--- src/rtl/arp_request_gen_if.sv ---
// AXI-Stream master channel carrying ARP request frames toward the output queues.
interface arp_request_gen_if #(
    parameter int DW = 256,
    parameter int UW = 128
);
    logic [DW-1:0]   tdata;
    logic [DW/8-1:0] tstrb;
    logic [UW-1:0]   tuser;
    logic            tvalid;
    logic            tready;
    logic            tlast;

    modport master (output tdata, tstrb, tuser, tvalid, tlast, input tready);
    modport slave  (input tdata, tstrb, tuser, tvalid, tlast, output tready);
endinterface

--- src/rtl/arp_request_gen.sv ---
// ARP request generator: buffers ARP-table misses, suppresses rapid repeats of the
// same next-hop and emits one two-beat 60-byte broadcast ARP request per accepted miss.
//
// state   | meaning
// S_IDLE  | waiting for a pending request; pops one and latches its frame fields
// S_BEAT0 | presenting bytes 0-31 (Ethernet header + ARP sender fields)
// S_BEAT1 | presenting bytes 32-63 (ARP target fields + padding), TLAST=1
module arp_request_gen #(
    parameter int C_M_AXIS_DATA_WIDTH  = 256,
    parameter int C_M_AXIS_TUSER_WIDTH = 128,
    parameter int SRC_PORT_POS         = 16,
    parameter int DST_PORT_POS         = 24,
    parameter int REQ_FIFO_DEPTH_BITS  = 2,
    parameter int HOLDOFF_CYCLES       = 1024
) (
    input  logic                 AXI_ACLK,
    input  logic                 AXI_RESETN,
    input  logic                 miss_valid,
    input  logic [31:0]          miss_ip,
    input  logic [7:0]           miss_oq,
    input  logic [47:0]          mac0,
    input  logic [47:0]          mac1,
    input  logic [47:0]          mac2,
    input  logic [47:0]          mac3,
    input  logic [31:0]          ip0,
    input  logic [31:0]          ip1,
    input  logic [31:0]          ip2,
    input  logic [31:0]          ip3,
    arp_request_gen_if.master    m_axis,
    output logic [31:0]          req_sent_count,
    output logic [31:0]          req_drop_count,
    output logic [31:0]          req_supp_count
);
    localparam int DEPTH = 1 << REQ_FIFO_DEPTH_BITS;
    localparam int PW    = REQ_FIFO_DEPTH_BITS;
    localparam int CW    = REQ_FIFO_DEPTH_BITS + 1;
    localparam int HW    = $clog2(HOLDOFF_CYCLES + 1);

    typedef enum logic [1:0] {S_IDLE, S_BEAT0, S_BEAT1} state_t;

    state_t        r_state, w_state_nxt;

    logic [39:0]   r_fifo_mem [DEPTH];
    logic [PW-1:0] r_wr_ptr, r_rd_ptr;
    logic [CW-1:0] r_count;
    logic          w_empty, w_full, w_push, w_pop, w_drop, w_supp, w_oq_legal, w_dup;
    logic [39:0]   w_head;
    logic [47:0]   w_head_mac;
    logic [31:0]   w_head_ip;

    logic [31:0]   r_tip, r_src_ip, r_last_ip;
    logic [47:0]   r_src_mac;
    logic [7:0]    r_oq;
    logic [HW-1:0] r_holdoff;
    logic [31:0]   r_sent, r_drop, r_supp;

    logic [C_M_AXIS_DATA_WIDTH-1:0]   w_tdata;
    logic [C_M_AXIS_DATA_WIDTH/8-1:0] w_tstrb;
    logic [C_M_AXIS_TUSER_WIDTH-1:0]  w_tuser, w_tuser_frame;
    logic                             w_tvalid, w_tlast, w_b0_hs;

    assign w_empty = (r_count == '0);
    assign w_full  = (r_count == CW'(DEPTH));
    assign w_pop   = (r_state == S_IDLE) && !w_empty;
    assign w_dup   = (miss_ip == r_last_ip) && (r_holdoff != '0);
    assign w_b0_hs = (r_state == S_BEAT0) && m_axis.tready;

    // Classify each miss strobe; a pop in the same cycle frees a slot in a full FIFO.
    always_comb begin
        w_oq_legal = 1'b0;
        w_push     = 1'b0;
        w_drop     = 1'b0;
        w_supp     = 1'b0;
        case (miss_oq)
            8'h01, 8'h04, 8'h10, 8'h40: w_oq_legal = 1'b1;
            default:                    w_oq_legal = 1'b0;
        endcase
        if (miss_valid) begin
            if (!w_oq_legal)             w_drop = 1'b1;
            else if (w_dup)              w_supp = 1'b1;
            else if (w_full && !w_pop)   w_drop = 1'b1;
            else                         w_push = 1'b1;
        end
    end

    // Pending-request FIFO pointers and occupancy.
    always_ff @(posedge AXI_ACLK) begin
        if (!AXI_RESETN) begin
            r_wr_ptr <= '0;
            r_rd_ptr <= '0;
            r_count  <= '0;
        end else begin
            if (w_push) r_wr_ptr <= r_wr_ptr + PW'(1);
            if (w_pop)  r_rd_ptr <= r_rd_ptr + PW'(1);
            case ({w_push, w_pop})
                2'b10:   r_count <= r_count + CW'(1);
                2'b01:   r_count <= r_count - CW'(1);
                default: r_count <= r_count;
            endcase
        end
    end

    // FIFO storage: {ip, one-hot oq}.
    always_ff @(posedge AXI_ACLK) begin
        if (w_push) r_fifo_mem[r_wr_ptr] <= {miss_ip, miss_oq};
    end

    // Router MAC/IP of the egress port named by the head entry.
    always_comb begin
        w_head = r_fifo_mem[r_rd_ptr];
        case (w_head[7:0])
            8'h04:   begin w_head_mac = mac1; w_head_ip = ip1; end
            8'h10:   begin w_head_mac = mac2; w_head_ip = ip2; end
            8'h40:   begin w_head_mac = mac3; w_head_ip = ip3; end
            default: begin w_head_mac = mac0; w_head_ip = ip0; end
        endcase
    end

    // Latch frame fields when an entry is popped.
    always_ff @(posedge AXI_ACLK) begin
        if (!AXI_RESETN) begin
            r_tip     <= '0;
            r_oq      <= '0;
            r_src_mac <= '0;
            r_src_ip  <= '0;
        end else if (w_pop) begin
            r_tip     <= w_head[39:8];
            r_oq      <= w_head[7:0];
            r_src_mac <= w_head_mac;
            r_src_ip  <= w_head_ip;
        end
    end

    // Duplicate-suppression window, armed when a frame's first beat is accepted.
    always_ff @(posedge AXI_ACLK) begin
        if (!AXI_RESETN) begin
            r_holdoff <= '0;
            r_last_ip <= '0;
        end else if (w_b0_hs) begin
            r_holdoff <= HW'(HOLDOFF_CYCLES);
            r_last_ip <= r_tip;
        end else if (r_holdoff != '0) begin
            r_holdoff <= r_holdoff - HW'(1);
        end
    end

    // Statistics counters.
    always_ff @(posedge AXI_ACLK) begin
        if (!AXI_RESETN) begin
            r_sent <= '0;
            r_drop <= '0;
            r_supp <= '0;
        end else begin
            if ((r_state == S_BEAT1) && m_axis.tready) r_sent <= r_sent + 32'd1;
            if (w_drop) r_drop <= r_drop + 32'd1;
            if (w_supp) r_supp <= r_supp + 32'd1;
        end
    end

    // FSM state register.
    always_ff @(posedge AXI_ACLK) begin
        if (!AXI_RESETN) r_state <= S_IDLE;
        else             r_state <= w_state_nxt;
    end

    // Sideband shared by both beats: length 60, source port 0, destination = one-hot oq.
    always_comb begin
        w_tuser_frame                      = '0;
        w_tuser_frame[15:0]                = 16'd60;
        w_tuser_frame[SRC_PORT_POS +: 8]   = 8'h00;
        w_tuser_frame[DST_PORT_POS +: 8]   = r_oq;
    end

    // FSM next state and stream outputs, all driven from registered frame fields.
    always_comb begin
        w_state_nxt = r_state;
        w_tvalid    = 1'b0;
        w_tlast     = 1'b0;
        w_tdata     = '0;
        w_tstrb     = '0;
        w_tuser     = '0;
        case (r_state)
            S_IDLE: begin
                if (!w_empty) w_state_nxt = S_BEAT0;
            end
            S_BEAT0: begin
                w_tvalid = 1'b1;
                w_tdata  = {48'hFFFF_FFFF_FFFF, r_src_mac, 16'h0806, 16'h0001, 16'h0800,
                            8'h06, 8'h04, 16'h0001, r_src_mac, r_src_ip};
                w_tstrb  = '1;
                w_tuser  = w_tuser_frame;
                if (m_axis.tready) w_state_nxt = S_BEAT1;
            end
            S_BEAT1: begin
                w_tvalid     = 1'b1;
                w_tlast      = 1'b1;
                w_tdata      = {48'h0, r_tip, 176'h0};
                w_tstrb      = '1;
                w_tstrb[3:0] = 4'h0;
                w_tuser      = w_tuser_frame;
                if (m_axis.tready) w_state_nxt = S_IDLE;
            end
            default: w_state_nxt = S_IDLE;
        endcase
    end

    assign m_axis.tdata    = w_tdata;
    assign m_axis.tstrb    = w_tstrb;
    assign m_axis.tuser    = w_tuser;
    assign m_axis.tvalid   = w_tvalid;
    assign m_axis.tlast    = w_tlast;
    assign req_sent_count  = r_sent;
    assign req_drop_count  = r_drop;
    assign req_supp_count  = r_supp;
endmodule

--- src/flat_wrapper.sv ---
// flat-port wrapper written by rule: the top's interface ports become plain ports
module arp_request_gen_flat 
#(
    parameter int C_M_AXIS_DATA_WIDTH  = 256,
    parameter int C_M_AXIS_TUSER_WIDTH = 128,
    parameter int SRC_PORT_POS         = 16,
    parameter int DST_PORT_POS         = 24,
    parameter int REQ_FIFO_DEPTH_BITS  = 2,
    parameter int HOLDOFF_CYCLES       = 1024
)
  (AXI_ACLK, AXI_RESETN, miss_valid, miss_ip, miss_oq, mac0, mac1, mac2, mac3, ip0, ip1, ip2, ip3, req_sent_count, req_drop_count, req_supp_count, m_axis_tdata, m_axis_tstrb, m_axis_tuser, m_axis_tvalid, m_axis_tlast, m_axis_tready);
  arp_request_gen_if #(.DW(256), .UW(128)) m_axis_i ();
  input  logic AXI_ACLK;
  input  logic AXI_RESETN;
  input  logic miss_valid;
  input  logic [31:0] miss_ip;
  input  logic [7:0] miss_oq;
  input  logic [47:0] mac0;
  input  logic [47:0] mac1;
  input  logic [47:0] mac2;
  input  logic [47:0] mac3;
  input  logic [31:0] ip0;
  input  logic [31:0] ip1;
  input  logic [31:0] ip2;
  input  logic [31:0] ip3;
  output logic [31:0] req_sent_count;
  output logic [31:0] req_drop_count;
  output logic [31:0] req_supp_count;
  output wire logic [$bits(m_axis_i.tdata)-1:0] m_axis_tdata;
  output wire logic [$bits(m_axis_i.tstrb)-1:0] m_axis_tstrb;
  output wire logic [$bits(m_axis_i.tuser)-1:0] m_axis_tuser;
  output wire logic [$bits(m_axis_i.tvalid)-1:0] m_axis_tvalid;
  output wire logic [$bits(m_axis_i.tlast)-1:0] m_axis_tlast;
  input wire logic [$bits(m_axis_i.tready)-1:0] m_axis_tready;
  assign m_axis_tdata = m_axis_i.tdata;
  assign m_axis_tstrb = m_axis_i.tstrb;
  assign m_axis_tuser = m_axis_i.tuser;
  assign m_axis_tvalid = m_axis_i.tvalid;
  assign m_axis_tlast = m_axis_i.tlast;
  assign m_axis_i.tready = m_axis_tready;
  arp_request_gen #(.C_M_AXIS_DATA_WIDTH(C_M_AXIS_DATA_WIDTH), .C_M_AXIS_TUSER_WIDTH(C_M_AXIS_TUSER_WIDTH), .SRC_PORT_POS(SRC_PORT_POS), .DST_PORT_POS(DST_PORT_POS), .REQ_FIFO_DEPTH_BITS(REQ_FIFO_DEPTH_BITS), .HOLDOFF_CYCLES(HOLDOFF_CYCLES)) u_core (.AXI_ACLK(AXI_ACLK), .AXI_RESETN(AXI_RESETN), .miss_valid(miss_valid), .miss_ip(miss_ip), .miss_oq(miss_oq), .mac0(mac0), .mac1(mac1), .mac2(mac2), .mac3(mac3), .ip0(ip0), .ip1(ip1), .ip2(ip2), .ip3(ip3), .m_axis(m_axis_i), .req_sent_count(req_sent_count), .req_drop_count(req_drop_count), .req_supp_count(req_supp_count));
endmodule
--- config.mk ---
export PLATFORM = sky130hd
export DESIGN_NAME = arp_request_gen_flat
export DESIGN_NICKNAME = d
export VERILOG_FILES = /design/src/rtl/arp_request_gen_if.sv /design/src/rtl/arp_request_gen.sv /design/src/flat_wrapper.sv
export SDC_FILE = /design/constraint.sdc
export NUM_CORES = 1
export LEC_CHECK = 0
export CAP_MARGIN = 20
export CORE_AREA = 4 4 342 344
export DETAILED_ROUTE_END_ITERATION = 7
export DIE_AREA = 0 0 346 348
export PLACE_DENSITY = 0.44
export SLEW_MARGIN = 5
export SYNTH_ARGS = -nofsm -noshare
export SYNTH_HDL_FRONTEND = slang
export SYNTH_SLANG_ARGS = --single-unit
--- constraint.sdc ---
create_clock -name AXI_ACLK -period 5.9 [get_ports AXI_ACLK]
set_clock_uncertainty 0.05 [all_clocks]
set_input_delay 0.885 -clock AXI_ACLK [delete_from_list [all_inputs] [get_ports AXI_ACLK]]
set_output_delay 0.885 -clock AXI_ACLK [all_outputs]
set_load 0.1 [all_outputs]
==> results.md <==
- Average size of a mapped cell: just under 10 µm²
- Die area: 120000 µm²
- Final Max Tran Viols: 0
- Arr. time, crit path: 4.09 ns
- Hold Path Sink: u_core.r_src_mac[38]$_SDFFE_PN0P_
- Startpoint Class: flip-flop
- Power per cell area: ~380 nW/µm²
- Synth Area in Adders: 0.00870
- Post-synth top area cell: dfxtp_1
- Initial drt markers: 1519
- Final net count: 3179
- Largest net degree at the start of global routing: 77
- Final critical-path required period: 5.02 ns
- Worst-Skew Late Latency: about 0.66 ns
- Largest cells by area after synthesis: dfxtp_1 24%, edfxtp_1 21%, buf_4 10%
- Final core occ: 0.276
- Setup Buffers After CTS: 0
- Clock Sinks: 430
- Post-route ant nets: 0
- Drt first pass iters: 5
- Die X: 346 µm
- Post-synth EDFFs: 160
- Critical Path Fanout Max: 48
- Worst Setup End Kind: primary output
- # rows: 124
- CP Class: reg2out
- Slowest-stage cell, CP: clkdlybuf4s50_1
- Root Buffer: clkbuf_16
- Peak supply drop: 0.243 mV
- HP Start: u_core.r_src_mac[38]$_SDFFE_PN0P_
- Total grt overflow: 0
- Post-synthesis compound-gate area fraction: 0.155
- Buf/Inv on CP: 2
- Max-cap violations: 0
- Total leakage power: 0.0111 µW
- HP Class: reg2reg
- Vias in the first global route: 18414
- Register area share after synthesis: 0.455
- Setup repair after global routing missed its margin: false
- Num ports: 878
- Pwr Total: 11800 µW
- Synthesized area: 22400 µm²
- Worst R2R Start: u_core.r_holdoff[0]$_SDFFE_PP0P_
- CTS tree: yes
- CORE AREA: 114000 µm²
- Clk slew on worst S/H paths: 0.06 ns
- Worst Reg-to-Reg Cells: 9
- Tcrit/Tclk final: 0.851
- CP top delay family: buffers and inverters
- WHS Path Cells: 1
- DP HPWL: about 80000 µm
- CTS resizes: 0
- Maximum buffer depth of the clock tree: 3
- Maximum operating frequency: ~200 MHz
- Synth Warn #: 0
- Vias: 18987
- Average via count per standard cell: approximately 4.3
- Crit Reg-Reg Endpoint: u_core.r_fifo_mem[1][23]$_DFFE_PP_
- All-layer global routing usage: 0.168
- Post-synth ARST share: 0
- Initial antenna violation count: 43
- First-pass GRT wire length: 146000 µm
- Hold_buf cts: 0
- R2r setup slk: 1.82 ns
- Share of post-route cells with drive strength above 1: 0.0763
- Main flop type after synthesis: dfxtp_1
- Max-slew headroom: 0.233
- Multiplexer share of the synthesized area: 0.0558
- Routed WL: 106000 µm
- CTS Buf Count: 55
- Routed len/inst: 24.3 µm
- Synth Area in Simple Gates: 0.161
- Final setup TNS: 0 ns
- Most common library cell in the layout ignoring fill and taps: clkdlybuf4s50_1
- Area growth syn-to-layout: 39.9%
- Status: finished, final reports clean
- Actual slew at the worst max-slew pin: approximately 1.1 ns
- Area share of the largest cell type after synthesis: 0.241
- Final setup viols: 0
- # H-tree levels: 2
- RePlAce Congestion: approximately 0.9
- Critical path cell sequence: inv_1, ha_4, and2_2, a21o_1, clkdlybuf4s50_1
- Final Hold Vio Count: 0
- Worst Path Required: 4.97 ns
- Delay of the slowest critical-path stage: 1.14 ns
- Largest family of logic cells by synthesized area: simple AND/OR/NAND/NOR gates
- Port Buf Inserts: 690
- Die Ht: approximately 350 µm
- #FFs+latches synth: 430
- Most frequent cells in the layout: 672 x clkdlybuf4s50_1, 268 x dfxtp_1, 222 x nand2_1, 187 x conb_1, 164 x a21oi_1
- Netlist cell types: 62
- Post-synthesis xor/xnor area fraction: 0.0285
- Gate count after technology mapping: 2288
- # DRC: 0
- Effective utilization at floorplan: 0.197
synthesized netlist by cell type, types with 11 or more instances:
library cell and number:
o311ai_0 17, a2bb2oi_1 31, mux2i_1 35, buf_1 11
nand4_1 26, xnor2_1 27, and4_1 12, nand2_1 222
and3_1 92, buf_2 29, nand2b_1 98, nor3_1 21
nand3_1 41, o22ai_1 50, a32o_1 50, a21oi_1 164
edfxtp_1 160, inv_1 25, clkbuf_1 110, dfxtp_1 270
xor2_1 46, o41ai_1 17, nor2_1 105, a22oi_1 80
ha_1 14, mux4_2 40, a21o_1 34, buf_4 300
and2_1 19, o21ai_0 40, nor4_1 23, or3_1 11
stage by stage:
| stage | worst slack [ns] | cells | cell area [µm²] | hold slack [ns] |
|---|---|---|---|---|
| after floorplan | 1.30 | 2474 | 23100 | 0.382 |
| after global placement | 1.14 | 4251 | 29400 | 0.388 |
| after detailed placement | 1.13 | 4252 | 29400 | 0.395 |
| after CTS | 0.788 | 4353 | 31300 | 0.408 |
| after global routing | 0.678 | 4362 | 31400 | 0.420 |
| final | 0.876 | 4371 | 31400 | 0.405 |
how the worst max path moves through the flow:
stage | endpoint | depth (start not counted) | start
finish | m_axis_tdata[198] | 5 | u_core.r_state[0]$_SDFFE_PN0P_
global route | m_axis_tdata[198] | 5 | u_core.r_state[0]$_SDFFE_PN0P_
CTS | m_axis_tdata[180] | 5 | u_core.r_state[0]$_SDFFE_PN0P_
detailed placement | u_core.r_fifo_mem[0][23]$_DFFE_PP_ | 8 | miss_ip[29]
global placement | u_core.r_fifo_mem[0][23]$_DFFE_PP_ | 8 | miss_ip[29]
floorplan | m_axis_tdata[177] | 5 | u_core.r_state[0]$_SDFFE_PN0P_
registers in the layout, indices dropped and copies added, names as in the netlist, named ones only:
| signal | count |
|---|---|
| u_core.r_fifo_mem | 160 |
| u_core.r_last_ip | 32 |
| u_core.r_state | 2 |
| u_core.r_count | 3 |
| u_core.r_wr_ptr | 2 |
| u_core.req_sent_count | 32 |
| u_core.r_holdoff | 11 |
| u_core.r_tip | 32 |
| u_core.r_src_ip | 32 |
| u_core.req_supp_count | 32 |
| u_core.r_oq | 8 |
| u_core.r_rd_ptr | 2 |
| u_core.req_drop_count | 32 |
| u_core.r_src_mac | 48 |
metal layers:
layer | global-route usage | vias up | routed length, µm
li1 | - | 8848 | -
met1 | 0.214 | 9214 | 44800
met2 | 0.263 | 780 | 47900
met3 | 0.0701 | 125 | 11500
met4 | 0.0395 | 20 | 2080
met5 | 0 | - | 145
worst register-to-register path, cell delays in order, from the launching register on:
cell and delay (ns):
dfxtp_1 0.32, inv_1 0.11, ha_1 0.14, or4b_1 0.48, nor4_4 0.54, or3_4 0.31
or3_1 0.13, buf_4 0.45, and3_2 0.82, buf_4 0.42
area by class of cell:
cell class | count | area (µm²)
clock buffers | 79 | 1590
clock inverters | 22 | 325
well taps | 1512 | 1890
flip-flops and latches | 430 | 10200
fillers | 12054 | 82500
repair buffers | 728 | 7260
diodes | 15 | 37.5
multi-input cells | 1560 | 9970
inverters | 25 | 97.6
where the power goes:
part	switching [µW]	internal (µW)
Clock	1430	2100
Combinational	3300	1120
Sequential	379	3450
Total	5110	6670
logic make-up after synthesis:
logic type,after synthesis
AND/OR/NAND/NOR,701
multiplexers,75
buffers and inverters,484
AO/OA/AOI/OAI,509
flip-flops,430
adder cells (fa/ha/maj),15
other,1
XOR/XNOR,73
Power figures use the tool's default switching activity.
